### config.mk
export PLATFORM = sky130hd
export DESIGN_NAME = mc_ctrl_flat
export DESIGN_NICKNAME = d
export VERILOG_FILES = /design/src/rtl/mc_ctrl_if.sv /design/src/rtl/mc_ctrl.sv /design/src/flat_wrapper.sv
export SDC_FILE = /design/constraint.sdc
export NUM_CORES = 1
export LEC_CHECK = 0
export ABC_AREA = 1
export BUFFER_PORTS_ARGS = -buffer_cell sky130_fd_sc_hd__buf_2
export CORE_MARGIN = 10
export CORE_UTILIZATION = 25
export DETAILED_ROUTE_END_ITERATION = 10
export REMOVE_ABC_BUFFERS = 1
export SLEW_MARGIN = 10
export SYNTH_ARGS = -nofsm -noshare
export SYNTH_HDL_FRONTEND = slang
export SYNTH_SLANG_ARGS = --single-unit
### constraint.sdc
create_clock -name clk -period 1.28 [get_ports clk]
set_input_delay 0.064 -clock clk [delete_from_list [all_inputs] [get_ports clk]]
set_output_delay 0.064 -clock clk [all_outputs]
set_load 0.02 [all_outputs]
### src/rtl/mc_ctrl_if.sv
// Control-unit bundle: instruction/memory status in from the datapath,
// datapath steering and strobes out, plus state, illegal flag and retire count.
interface mc_ctrl_if #(
    parameter int ALUOP_W = 3,
    parameter int CNT_W   = 32
);
    logic [5:0]         opcode;
    logic               zero;
    logic               mem_ready;

    logic               pc_write;
    logic [1:0]         pc_src;
    logic               ir_write;
    logic               i_or_d;
    logic               mem_read;
    logic               mem_write;
    logic               reg_dst;
    logic               mem_to_reg;
    logic               reg_write;
    logic               alu_src_a;
    logic [1:0]         alu_src_b;
    logic [ALUOP_W-1:0] alu_op;
    logic               ext_op;
    logic [2:0]         state;
    logic               illegal;
    logic [CNT_W-1:0]   retired;

    modport master (
        output opcode, zero, mem_ready,
        input  pc_write, pc_src, ir_write, i_or_d, mem_read, mem_write,
               reg_dst, mem_to_reg, reg_write, alu_src_a, alu_src_b,
               alu_op, ext_op, state, illegal, retired
    );

    modport slave (
        input  opcode, zero, mem_ready,
        output pc_write, pc_src, ir_write, i_or_d, mem_read, mem_write,
               reg_dst, mem_to_reg, reg_write, alu_src_a, alu_src_b,
               alu_op, ext_op, state, illegal, retired
    );
endinterface

### src/rtl/mc_ctrl.sv
// Multi-cycle MIPS control FSM (IF/ID/EX/MEM/WB) with ready-handshaked memory,
// illegal-opcode pulse and a wrapping retired-instruction counter.
module mc_ctrl #(
    parameter int ALUOP_W = 3,
    parameter int CNT_W   = 32
) (
    input logic      clk,
    input logic      rst,
    mc_ctrl_if.slave bus
);
    typedef enum logic [2:0] {
        S_IF  = 3'd0,
        S_ID  = 3'd1,
        S_EX  = 3'd2,
        S_MEM = 3'd3,
        S_WB  = 3'd4
    } state_t;

    localparam logic [5:0] OP_RTYPE = 6'b000000;
    localparam logic [5:0] OP_ADDI  = 6'b001000;
    localparam logic [5:0] OP_ADDIU = 6'b001001;
    localparam logic [5:0] OP_ORI   = 6'b001101;
    localparam logic [5:0] OP_LUI   = 6'b001111;
    localparam logic [5:0] OP_LW    = 6'b100011;
    localparam logic [5:0] OP_SW    = 6'b101011;
    localparam logic [5:0] OP_BEQ   = 6'b000100;
    localparam logic [5:0] OP_J     = 6'b000010;

    state_t           state_q, state_d;
    logic [CNT_W-1:0] retired_q, retired_d;
    logic             retire;

    logic       pcWrite, irWrite, iOrD, memRead, memWrite;
    logic       regDst, memToReg, regWrite, aluSrcA, extOp, illegalOp;
    logic [1:0] pcSrc, aluSrcB;
    logic [2:0] aluOp;

    always_ff @(posedge clk or posedge rst) begin
        if (rst) begin
            state_q   <= S_IF;
            retired_q <= '0;
        end else begin
            state_q   <= state_d;
            retired_q <= retired_d;
        end
    end

    always_comb begin
        state_d   = state_q;
        retire    = 1'b0;
        pcWrite   = 1'b0;
        pcSrc     = 2'b00;
        irWrite   = 1'b0;
        iOrD      = 1'b0;
        memRead   = 1'b0;
        memWrite  = 1'b0;
        regDst    = 1'b0;
        memToReg  = 1'b0;
        regWrite  = 1'b0;
        aluSrcA   = 1'b0;
        aluSrcB   = 2'b00;
        aluOp     = 3'b000;
        extOp     = 1'b0;
        illegalOp = 1'b0;

        case (state_q)
            S_IF: begin
                memRead = 1'b1;
                aluSrcB = 2'b01;
                aluOp   = 3'b010;
                if (bus.mem_ready) begin
                    irWrite = 1'b1;
                    pcWrite = 1'b1;
                    state_d = S_ID;
                end
            end
            // Branch target is precomputed into ALUOut here for every opcode.
            S_ID: begin
                aluSrcB = 2'b11;
                extOp   = 1'b1;
                aluOp   = 3'b010;
                case (bus.opcode)
                    OP_J: begin
                        pcWrite = 1'b1;
                        pcSrc   = 2'b10;
                        retire  = 1'b1;
                        state_d = S_IF;
                    end
                    OP_RTYPE, OP_ADDI, OP_ADDIU, OP_ORI, OP_LUI,
                    OP_LW, OP_SW, OP_BEQ: state_d = S_EX;
                    default: begin
                        illegalOp = 1'b1;
                        state_d   = S_IF;
                    end
                endcase
            end
            S_EX: begin
                aluSrcA = 1'b1;
                state_d = S_WB;
                case (bus.opcode)
                    OP_RTYPE: begin
                        aluSrcB = 2'b00;
                        aluOp   = 3'b000;
                    end
                    OP_ADDI, OP_ADDIU: begin
                        aluSrcB = 2'b10;
                        extOp   = 1'b1;
                        aluOp   = 3'b010;
                    end
                    OP_ORI: begin
                        aluSrcB = 2'b10;
                        aluOp   = 3'b001;
                    end
                    OP_LUI: begin
                        aluSrcB = 2'b10;
                        aluOp   = 3'b100;
                    end
                    OP_LW, OP_SW: begin
                        aluSrcB = 2'b10;
                        extOp   = 1'b1;
                        aluOp   = 3'b010;
                        state_d = S_MEM;
                    end
                    OP_BEQ: begin
                        aluOp   = 3'b110;
                        pcSrc   = 2'b01;
                        pcWrite = bus.zero;
                        retire  = 1'b1;
                        state_d = S_IF;
                    end
                    default: state_d = S_IF;
                endcase
            end
            S_MEM: begin
                iOrD     = 1'b1;
                memRead  = (bus.opcode == OP_LW);
                memWrite = (bus.opcode == OP_SW);
                if (bus.mem_ready) begin
                    if (bus.opcode == OP_SW) begin
                        retire  = 1'b1;
                        state_d = S_IF;
                    end else begin
                        state_d = S_WB;
                    end
                end
            end
            S_WB: begin
                regWrite = 1'b1;
                regDst   = (bus.opcode == OP_RTYPE);
                memToReg = (bus.opcode == OP_LW);
                retire   = 1'b1;
                state_d  = S_IF;
            end
            default: state_d = S_IF;
        endcase

        retired_d = retire ? retired_q + CNT_W'(1) : retired_q;
    end

    // Reset gates every output so the IF strobes cannot leak while rst is held.
    assign bus.pc_write   = pcWrite   & ~rst;
    assign bus.pc_src     = pcSrc     & {2{~rst}};
    assign bus.ir_write   = irWrite   & ~rst;
    assign bus.i_or_d     = iOrD      & ~rst;
    assign bus.mem_read   = memRead   & ~rst;
    assign bus.mem_write  = memWrite  & ~rst;
    assign bus.reg_dst    = regDst    & ~rst;
    assign bus.mem_to_reg = memToReg  & ~rst;
    assign bus.reg_write  = regWrite  & ~rst;
    assign bus.alu_src_a  = aluSrcA   & ~rst;
    assign bus.alu_src_b  = aluSrcB   & {2{~rst}};
    assign bus.alu_op     = ALUOP_W'(aluOp & {3{~rst}});
    assign bus.ext_op     = extOp     & ~rst;
    assign bus.illegal    = illegalOp & ~rst;
    assign bus.state      = state_q;
    assign bus.retired    = retired_q;
endmodule

### src/flat_wrapper.sv
// flat-port wrapper written by rule: the top's interface ports become plain ports
module mc_ctrl_flat 
#(
    parameter int ALUOP_W = 3,
    parameter int CNT_W   = 32
)
  (clk, rst, bus_opcode, bus_zero, bus_mem_ready, bus_pc_write, bus_pc_src, bus_ir_write, bus_i_or_d, bus_mem_read, bus_mem_write, bus_reg_dst, bus_mem_to_reg, bus_reg_write, bus_alu_src_a, bus_alu_src_b, bus_alu_op, bus_ext_op, bus_state, bus_illegal, bus_retired);
  mc_ctrl_if #(.ALUOP_W(ALUOP_W), .CNT_W(CNT_W)) bus_i ();
  input logic clk;
  input logic rst;
  input wire logic [$bits(bus_i.opcode)-1:0] bus_opcode;
  input wire logic [$bits(bus_i.zero)-1:0] bus_zero;
  input wire logic [$bits(bus_i.mem_ready)-1:0] bus_mem_ready;
  output wire logic [$bits(bus_i.pc_write)-1:0] bus_pc_write;
  output wire logic [$bits(bus_i.pc_src)-1:0] bus_pc_src;
  output wire logic [$bits(bus_i.ir_write)-1:0] bus_ir_write;
  output wire logic [$bits(bus_i.i_or_d)-1:0] bus_i_or_d;
  output wire logic [$bits(bus_i.mem_read)-1:0] bus_mem_read;
  output wire logic [$bits(bus_i.mem_write)-1:0] bus_mem_write;
  output wire logic [$bits(bus_i.reg_dst)-1:0] bus_reg_dst;
  output wire logic [$bits(bus_i.mem_to_reg)-1:0] bus_mem_to_reg;
  output wire logic [$bits(bus_i.reg_write)-1:0] bus_reg_write;
  output wire logic [$bits(bus_i.alu_src_a)-1:0] bus_alu_src_a;
  output wire logic [$bits(bus_i.alu_src_b)-1:0] bus_alu_src_b;
  output wire logic [$bits(bus_i.alu_op)-1:0] bus_alu_op;
  output wire logic [$bits(bus_i.ext_op)-1:0] bus_ext_op;
  output wire logic [$bits(bus_i.state)-1:0] bus_state;
  output wire logic [$bits(bus_i.illegal)-1:0] bus_illegal;
  output wire logic [$bits(bus_i.retired)-1:0] bus_retired;
  assign bus_i.opcode = bus_opcode;
  assign bus_i.zero = bus_zero;
  assign bus_i.mem_ready = bus_mem_ready;
  assign bus_pc_write = bus_i.pc_write;
  assign bus_pc_src = bus_i.pc_src;
  assign bus_ir_write = bus_i.ir_write;
  assign bus_i_or_d = bus_i.i_or_d;
  assign bus_mem_read = bus_i.mem_read;
  assign bus_mem_write = bus_i.mem_write;
  assign bus_reg_dst = bus_i.reg_dst;
  assign bus_mem_to_reg = bus_i.mem_to_reg;
  assign bus_reg_write = bus_i.reg_write;
  assign bus_alu_src_a = bus_i.alu_src_a;
  assign bus_alu_src_b = bus_i.alu_src_b;
  assign bus_alu_op = bus_i.alu_op;
  assign bus_ext_op = bus_i.ext_op;
  assign bus_state = bus_i.state;
  assign bus_illegal = bus_i.illegal;
  assign bus_retired = bus_i.retired;
  mc_ctrl #(.ALUOP_W(ALUOP_W), .CNT_W(CNT_W)) u_core (.clk(clk), .rst(rst), .bus(bus_i));
endmodule
== Yosys cells after proc, flatten, opt, wreduce, memory -nomap -nowiden ==
Index checks and enable logic that the tools add are counted.
Storage, ports and cells
  register bits: 35
  output and inout port bits: 53
  latch bits: 0
  input bits: 10
  memories: 0
  bits in writable memories: 0
  memory bits (read-only): 0
Operators by class
  $lt $le $gt $ge: 0
  shifts and indexed selects: 0
  divide/modulo/power cells: 0
  multiply operators: 0
  add/subtract/negate cells: 1
  bitwise operators: 15
  reduce and logical (&&, ||, !) cells: 10
  muxes and demuxes: 33
  eq/ne operators: 14
Operators by type and width (number)
  32-bit by 1-bit adder with 32-bit output, second input constant: 1
  6-bit by 4-bit == test with 1-bit output, second input constant: 4
  3-bit one-hot mux with 4 select lines: 2
  1-bit two-way mux: 17
  6-bit == test, second input constant: 2
  3-bit one-hot mux with 2 select lines: 2
  1-bit bitwise AND: 11
  3-bit two-way mux: 3
  9-bit OR reduction: 1
  8-bit OR reduction: 1
  3-bit by 2-bit == test with 1-bit output, second input constant: 2
  6-bit by 2-bit == test with 1-bit output, second input constant: 1
  6-bit by 3-bit == test with 1-bit output, second input constant: 1
  6-bit zero test: 1
  2-bit two-way mux: 3
  2-bit one-hot mux with 3 select lines: 1
  6-bit OR reduction: 1
  5-bit OR reduction: 1
  2-bit bitwise AND: 2
  2-bit inequality test, second input constant: 2
  1-bit one-hot mux with 2 select lines: 2
  1-bit one-hot mux with 4 select lines: 1
  2-bit one-hot mux with 2 select lines: 1
  2-bit OR reduction: 2
  8 further kinds: 8

== Longest topological paths before layout ==
Gate-level depths: netlist (run 1).
  depth in word-level cells: 5
  gate-level depth with buffers: 10

== Least setup slack after synthesis (run 1) ==
Ideal clock, no wire load.
  kind: register -> output
  start point: register u_core.state_q[0] (netlist: u_core.bus.state[0])
  end point: output bus_alu_op[0]
  required time: 1.216 ns
  setup slack: -0.597 ns
  stages on the path, launching flop included: 6
  arrival: 1.813 ns
  buffers on the path: 0
  cells stage by stage: dfrtp_1 > inv_2 > nand3_2 > nor2_1 > inv_1 > nor4_1
Between the ends
  longest elaborated chain between the ends: 4
RTL lines
  start, declared: RTL line mc_ctrl.sv:29  | state_t state_q, state_d;
  start signal, assigned: RTL line mc_ctrl.sv:43  | state_q <= state_d;
  3-bit by 1-bit == test with 1-bit output or 3-bit zero test (tied branches): RTL line mc_ctrl.sv:66  | case (state_q)
  2-bit OR reduction (no source line)
  3-bit one-hot mux with 2 select lines *: RTL line mc_ctrl.sv:66
  3-bit bitwise AND *: RTL line mc_ctrl.sv:172  | assign bus.alu_op = ALUOP_W'(aluOp & {3{~rst}});
  end, declared: RTL line flat_wrapper.sv:25  | output wire logic [$bits(bus_i.alu_op)-1:0] bus_alu_op;
Every way passes the cells marked *; elsewhere a longest branch is shown, timed or not.

== Final worst setup path (run 1) ==
  start point: register u_core.state_q[0] (netlist: u_core.bus.state[0])
  end point: output bus_pc_write
Between the ends
  longest elaborated chain between the ends: 3
RTL lines
  3-bit by 2-bit == test with 1-bit output, or another cell as far along: RTL line mc_ctrl.sv:66
  1-bit one-hot mux with 3 select lines *: RTL line mc_ctrl.sv:66
  1-bit bitwise AND *: RTL line mc_ctrl.sv:161  | assign bus.pc_write = pcWrite & ~rst;
  end, declared: RTL line flat_wrapper.sv:14  | output wire logic [$bits(bus_i.pc_write)-1:0] bus_pc_write;
Marked as above.

==> results of run 1 <==
[critical path: stages (launching register included)]
cell and delay [ps]:
dfrtp_1 400, inv_2 80, buf_4 160, nor2_4 120, nand3_2 100, buf_6 140, a31oi_2 150, buf_4 160
[registers in the layout (all words and copies together) (netlist names)]
register / count
u_core.bus.state: 3
u_core.bus.retired: 32
[area by class of cell]
class / count / area, um^2 / area share (%)
multi-input cells: 361 / 1800 / 43.3
repair buffers: 143 / 1080 / 25.8
flip-flops and latches: 35 / 878 / 21.1
well taps: 140 / 175 / 4.20
inverters: 43 / 161 / 3.87
clock buffers: 6 / 72.6 / 1.74
[cell usage after synthesis (5+ instances only)]
| cell type | n | area share, % |
|---|---|---|
| nand2_2 | 15 | 3.5 |
| nand3_1 | 22 | 4.0 |
| inv_2 | 7 | 0.97 |
| o21ai_0 | 7 | 1.3 |
| nor2_2 | 7 | 1.6 |
| xor2_1 | 7 | 2.3 |
| inv_1 | 36 | 5.0 |
| xnor2_1 | 5 | 1.6 |
| dfrtp_1 | 35 | 32 |
| nor2_1 | 64 | 8.8 |
| nand2_1 | 209 | 29 |
[logic make-up (layout without fill, tap and decap cells)]
kind of cell | count (synthesis) | in the layout | share of synthesized area [%]
buf+inv | 50 | 192 | 8.15
xor+xnor | 12 | 12 | 3.87
simple gates | 334 | 335 | 52.6
compound gates | 13 | 13 | 2.67
flops | 35 | 35 | 32.2
fa+ha+maj | 1 | 1 | 0.460
[power groups by stage]
stage	Clock, uW	Combinational [uW]	Sequential [uW]
6_report	780	1450	1200
3_5_place_dp	0	957	1220
3_3_place_gp	0	943	1220
2_1_floorplan	0	410	1310
4_1_cts	793	1200	1200
5_1_grt	851	1560	1210
[repair_timing]
item                                    4_1_cts  5_1_grt
gates cloned                                  1        0
gates resized for setup                      42       48
endpoints found under the hold margin         0        0
pin swaps                                     6       13
setup buffers                                 8        7
hold buffers                                  0        0
endpoints found under the setup margin       50       53
[metrics by stage]
stage | utilization, % | setup WS (ps)
3_5_place_dp | 34.1 | -498
2_1_floorplan | - | -597
4_1_cts | 36.9 | -366
5_1_grt | 38.8 | -448
6_report | 38.8 | -388
3_3_place_gp | 34.1 | -442
[worst max path at each step]
stage               slack (ps)                           endpoint  depth (start not counted)                            start
global placement          -440  u_core.bus.retired[9]$_DFFE_PP0P_                          8  u_core.bus.state[1]$_DFFE_PP0P_
finish                    -390                       bus_pc_write                          7  u_core.bus.state[0]$_DFFE_PP0P_
detailed placement        -500  u_core.bus.retired[3]$_DFFE_PP0P_                          8  u_core.bus.state[1]$_DFFE_PP0P_
global route              -450                      bus_alu_op[1]                          9  u_core.bus.state[0]$_DFFE_PP0P_
CTS                       -370                      bus_alu_op[0]                          7  u_core.bus.state[2]$_DFFE_PP0P_
floorplan                 -600                      bus_alu_op[0]                          5  u_core.bus.state[0]$_DFFE_PP0P_
[metal layers]
layer | wire length [um] | track usage [%]
met1 | 4190 | 13.4
met2 | 4600 | 20.0
met3 | 467 | 3.06
met4 | 149 | 3.36
met5 | 0 | 0
==> reports/metrics.csv, run 1 <==
metric,value,unit
status,"complete, but fails checks",
failing checks,negative setup slack,
via count,3201,
Sw Share,36.4,%
sequential fraction of the synthesis area,32.2,%
IO Pins,63,
die area,15400,um^2
DRC errors left,0,
Post-synth EDFFs,0,
Critical Path Fanout Max,3,
power share of the sequential group,35.1,%
"Setup violations, final",50,
"most common cell after layout, fill and taps aside",nand2_1,
Hold Path Depth,3,
Power Total,3430,uW
WHS,131,ps
syn avg cell area,6.11,um^2
crit path kind,flip-flop to output port,
reg-to-reg setup timing slack,-270,ps
ant diodes,0,
# placed instances,707,
Synth cell types,28,
CP startpoint kind,flip-flop,
Syn Inst Count,445,
mapped cell area,2720,um^2
Final Max Tran Viols,0,
Internal Power,2180,uW
Die Wd,124,um
Yosys reg bits,35,
largest net degree at the start of global routing,36,
Final WS setup,-388,ps
vias per inst,4.40,
leakage power,0.00223,uW
CTS tree,built,
htree depth,2,
final WL,9410,um
reg2reg start,u_core.bus.state[0]$_DFFE_PP0P_,
Clock transition at path regs,70,ps
count of buffers from port buffering,62,
Main synth FF type,dfrtp_1,
most frequent cells in the layout,"nand2_1 (200), buf_4 (76), nor2_1 (56)",
Clock Sinks,35,
cells on worst reg2reg path,10,
drt first pass iters,4,
Fillers,1157,
vias in the first global route,3118,
Clock power frac,22.7,%
die height,124,um
actual slew at the worst max-slew pin,484,ps
Num CTS Buffers,5,
GRT overflow,0,
combinational share of power,42.2,%
Post-DP HPWL,6870,um
Peak VDD IR,477,uV
Iteration-0 DRC Markers,233,
row count,38,
reg2reg end,u_core.bus.retired[25]$_DFFE_PP0P_,
synthesis-to-layout area growth,53.2,%
Net Switching,1250,uW
pwr/cell area,823,nW/um^2
RSZ-0062 raised after global routing,true,
design area,4170,um^2
fraction of layout cells with a size suffix above 1,37.4,%
initial antenna violation count,0,
wire per inst,12.9,um
worst relative slew slack,67.7,%
"non-filler cells, final",728,
clock buffer depth,2,
Critical Path End Type,output port,
Layout Skew,5.57,ps
Core ar.,10700,um^2
GRT Resource Usage Total,11.5,%
Hold EP,u_core.bus.state[2]$_DFFE_PP0P_,
synth warn,0,
Clock Latency Late Sink,290,ps
crit path time final,1670,ps
Final Hold Viols,0,
Initial Util,25.3,%
Hold Path Class,primary input to flip-flop,
HP Start,bus_mem_ready,
first-pass GRT wire length,15100,um
routability cong.,0.869,
TNS Setup,-13400,ps
MaxCap Viol Count,0,
CTS root buf,clkbuf_8,
"Cell Area, Placed",3660,um^2
max frequency,0.600,GHz
CP arrival,1600,ps
remaining antenna violation count,0,
Tcrit/Tclk final,130,%
asr flop ratio synth,100,%
WP data required,1220,ps
nets@finish,600,
No activity file was read; power rests on OpenSTA's default activity.
==> run 2: changes to the inputs <==
==> constraint.sdc (replaced) <==
create_clock -name clk -period 1.28 [get_ports clk]
set_input_delay 0.32 -clock clk [delete_from_list [all_inputs] [get_ports clk]]
set_output_delay 0.32 -clock clk [all_outputs]
set_load 0.02 [all_outputs]
==> run 2 against run 1 <==
  * The flow still finishes with violations (negative setup slack)
  * Sequential share of layout area shrank 3.1 points
  * Die area unchanged
  * Via count is 7.5% higher
  * Flip-flop and latch count unchanged
  * Global-route usage increased by 1.1 points
  * Clock-buffer cell count is the same
  * Critical endpoint unchanged
==> reports/metrics.csv, run 2 (synthesized netlist as in run 1, its figures left out) <==
metric,value,unit,change
status,"complete, but fails checks",,unchanged
"most common cell after layout, fill and taps aside",nand2_1,,unchanged
wire per inst,13.5,um,was 12.9 um
Die Wd,124,um,unchanged
vias in the first global route,3417,,was 3118
FF+latch area,883,um^2,was 878 um^2
routability cong.,0.887,,was 0.869
Final Max Tran Viols,0,,unchanged
Final WS setup,-629,ps,was -388 ps
Core ar.,10700,um^2,unchanged
Critical Path Fanout Max,4,,was 3
Power Total,3610,uW,was 3430 uW
worst relative slew slack,67.8,%,was 67.7%
most frequent cells in the layout,"nand2_1 (189), buf_6 (83), buf_4 (81)",,"was nand2_1 (200), buf_4 (76), nor2_1 (56)"
initial antenna violation count,0,,unchanged
crit path kind,flip-flop to output port,,unchanged
clock buffer depth,2,,unchanged
"Cell Area, Placed",3710,um^2,was 3660 um^2
utilization after layout,45.8,%,was 38.8%
MaxCap Viol Count,0,,unchanged
first-pass GRT wire length,16400,um,was 15100 um
synthesis-to-layout area growth,81.1,%,was 53.2%
Tcrit/Tclk final,149,%,was 130%
TNS Setup,-20750,ps,was -13400 ps
CP startpoint kind,flip-flop,,unchanged
htree depth,2,,unchanged
Layout Skew,9.98,ps,was 5.57 ps
ant diodes,0,,unchanged
CTS root buf,clkbuf_8,,unchanged
Critical Path End Type,output port,,unchanged
Clock Latency Late Sink,300,ps,was 290 ps
vias per inst,4.48,,was 4.40
IO Pins,63,,unchanged
DRC errors left,0,,unchanged
die height,124,um,unchanged
Clock Sinks,35,,unchanged
Largest register FFs,32,,unchanged
CTS tree,built,,unchanged
RSZ-0062 raised after global routing,true,,unchanged
CP arrival,1590,ps,was 1600 ps
Post-DP HPWL,6890,um,was 6870 um
multi-input logic area,1860,um^2,was 1800 um^2
leakage power,0.00251,uW,was 0.00223 uW
"Setup violations, final",70,,was 50
WP data required,960,ps,was 1220 ps
fraction of layout cells with a size suffix above 1,45.0,%,was 37.4%
pwr/cell area,734,nW/um^2,was 823 nW/um^2
Iteration-0 DRC Markers,180,,was 233
Fillers,1076,,was 1157
Final Hold Viols,0,,unchanged
count of buffers from port buffering,62,,unchanged
row count,38,,unchanged
hold buffer count at CTS,0,,unchanged
die area,15400,um^2,unchanged
max frequency,0.524,GHz,was 0.600 GHz
failing checks,negative setup slack,,unchanged
largest net degree at the start of global routing,36,,unchanged
GRT overflow,0,,unchanged
Num CTS Buffers,5,,unchanged
actual slew at the worst max-slew pin,483,ps,was 484 ps
final WL,10400,um,was 9410 um
Peak VDD IR,527,uV,was 477 uV
Clock transition at path regs,80,ps,was 70 ps
Hold Path Class,primary input to asynchronous set/reset pin,,was primary input to flip-flop
design area,4920,um^2,was 4170 um^2
via count,3442,,was 3201
drt first pass iters,5,,was 4
remaining antenna violation count,0,,unchanged
crit path time final,1910,ps,was 1670 ps
Initial Util,25.3,%,unchanged
nets@finish,640,,was 600
GRT Resource Usage Total,12.5,%,was 11.5%
run 2: changes by cell type in the layout (fill, tap and decap cells not counted), sizes merged:
cell,before,now
buf,143,182
clkbuf,6,7
clkinv,0,1
run 2: area by class of cell:
| type | instances | area share (%) |
|---|---|---|
| clock buffer | 6 | 1.68 |
| tap | 140 | 3.56 |
| inverter | 43 | 3.33 |
| timing repair buffer | 183 | 35.6 |
| sequential | 35 | 17.9 |
| clock inverter | 1 | 0.102 |
| multi-input combinational | 361 | 37.8 |
run 2: worst max-delay path, cell delays in order, from the launching register on:
cell and delay, ps:
dfrtp_2 440, inv_2 80, nand2_2 70, buf_6 130
inv_4 50, nand2_4 50, nor2_4 80, inv_2 40
a31oi_1 180, buf_4 170
run 2: through the flow:
stage,worst slack [ps],hold slack [ps],cells
CTS,-607,396,751
detailed placement,-629,523,712
global placement,-556,510,712
global route,-699,446,769
finish,-629,383,769
floorplan,-853,480,438
run 2: report_power, final:
part | total, uW | switching (uW) | internal (uW)
clock network | 853 | 430 | 423
registers | 1210 | 47.6 | 1160
logic | 1560 | 788 | 767
run 2: path summary, 6_finish.rpt:
| kind | start | endpoint | slack (ps) | cells after the start |
|---|---|---|---|---|
| max | u_core.bus.state[1]$_DFFE_PP0P_ | bus_pc_write | -630 | 9 |
| min | rst | u_core.bus.retired[5]$_DFFE_PP0P_ | 380 | 4 |
| max reg2reg | u_core.bus.state[2]$_DFFE_PP0P_ | u_core.bus.retired[25]$_DFFE_PP0P_ | -370 | 9 |
| min reg2reg | u_core.bus.retired[31]$_DFFE_PP0P_ | u_core.bus.retired[31]$_DFFE_PP0P_ | 540 | 2 |
| max in group asynchronous | rst | u_core.bus.retired[16]$_DFFE_PP0P_ | 530 | 4 |
| min in group clk | bus_mem_ready | u_core.bus.state[0]$_DFFE_PP0P_ | 420 | 4 |
run 2: repair_timing:
item                       CTS  global route
buffers inserted            30            29
pin swaps                   11            12
cloned                       2             1
gates resized for setup    151            70
setup endpoints to repair   83            86
run 2: routing by layer:
layer / GRT usage (%) / share of wire, % / vias up
li1: - / - / 1727
met1: 13.7 / 42 / 1597
met2: 22.3 / 49 / 99
met3: 3.36 / 6.3 / 19
met4: 4.80 / 2.6 / 0
met5: 0 / 0 / -
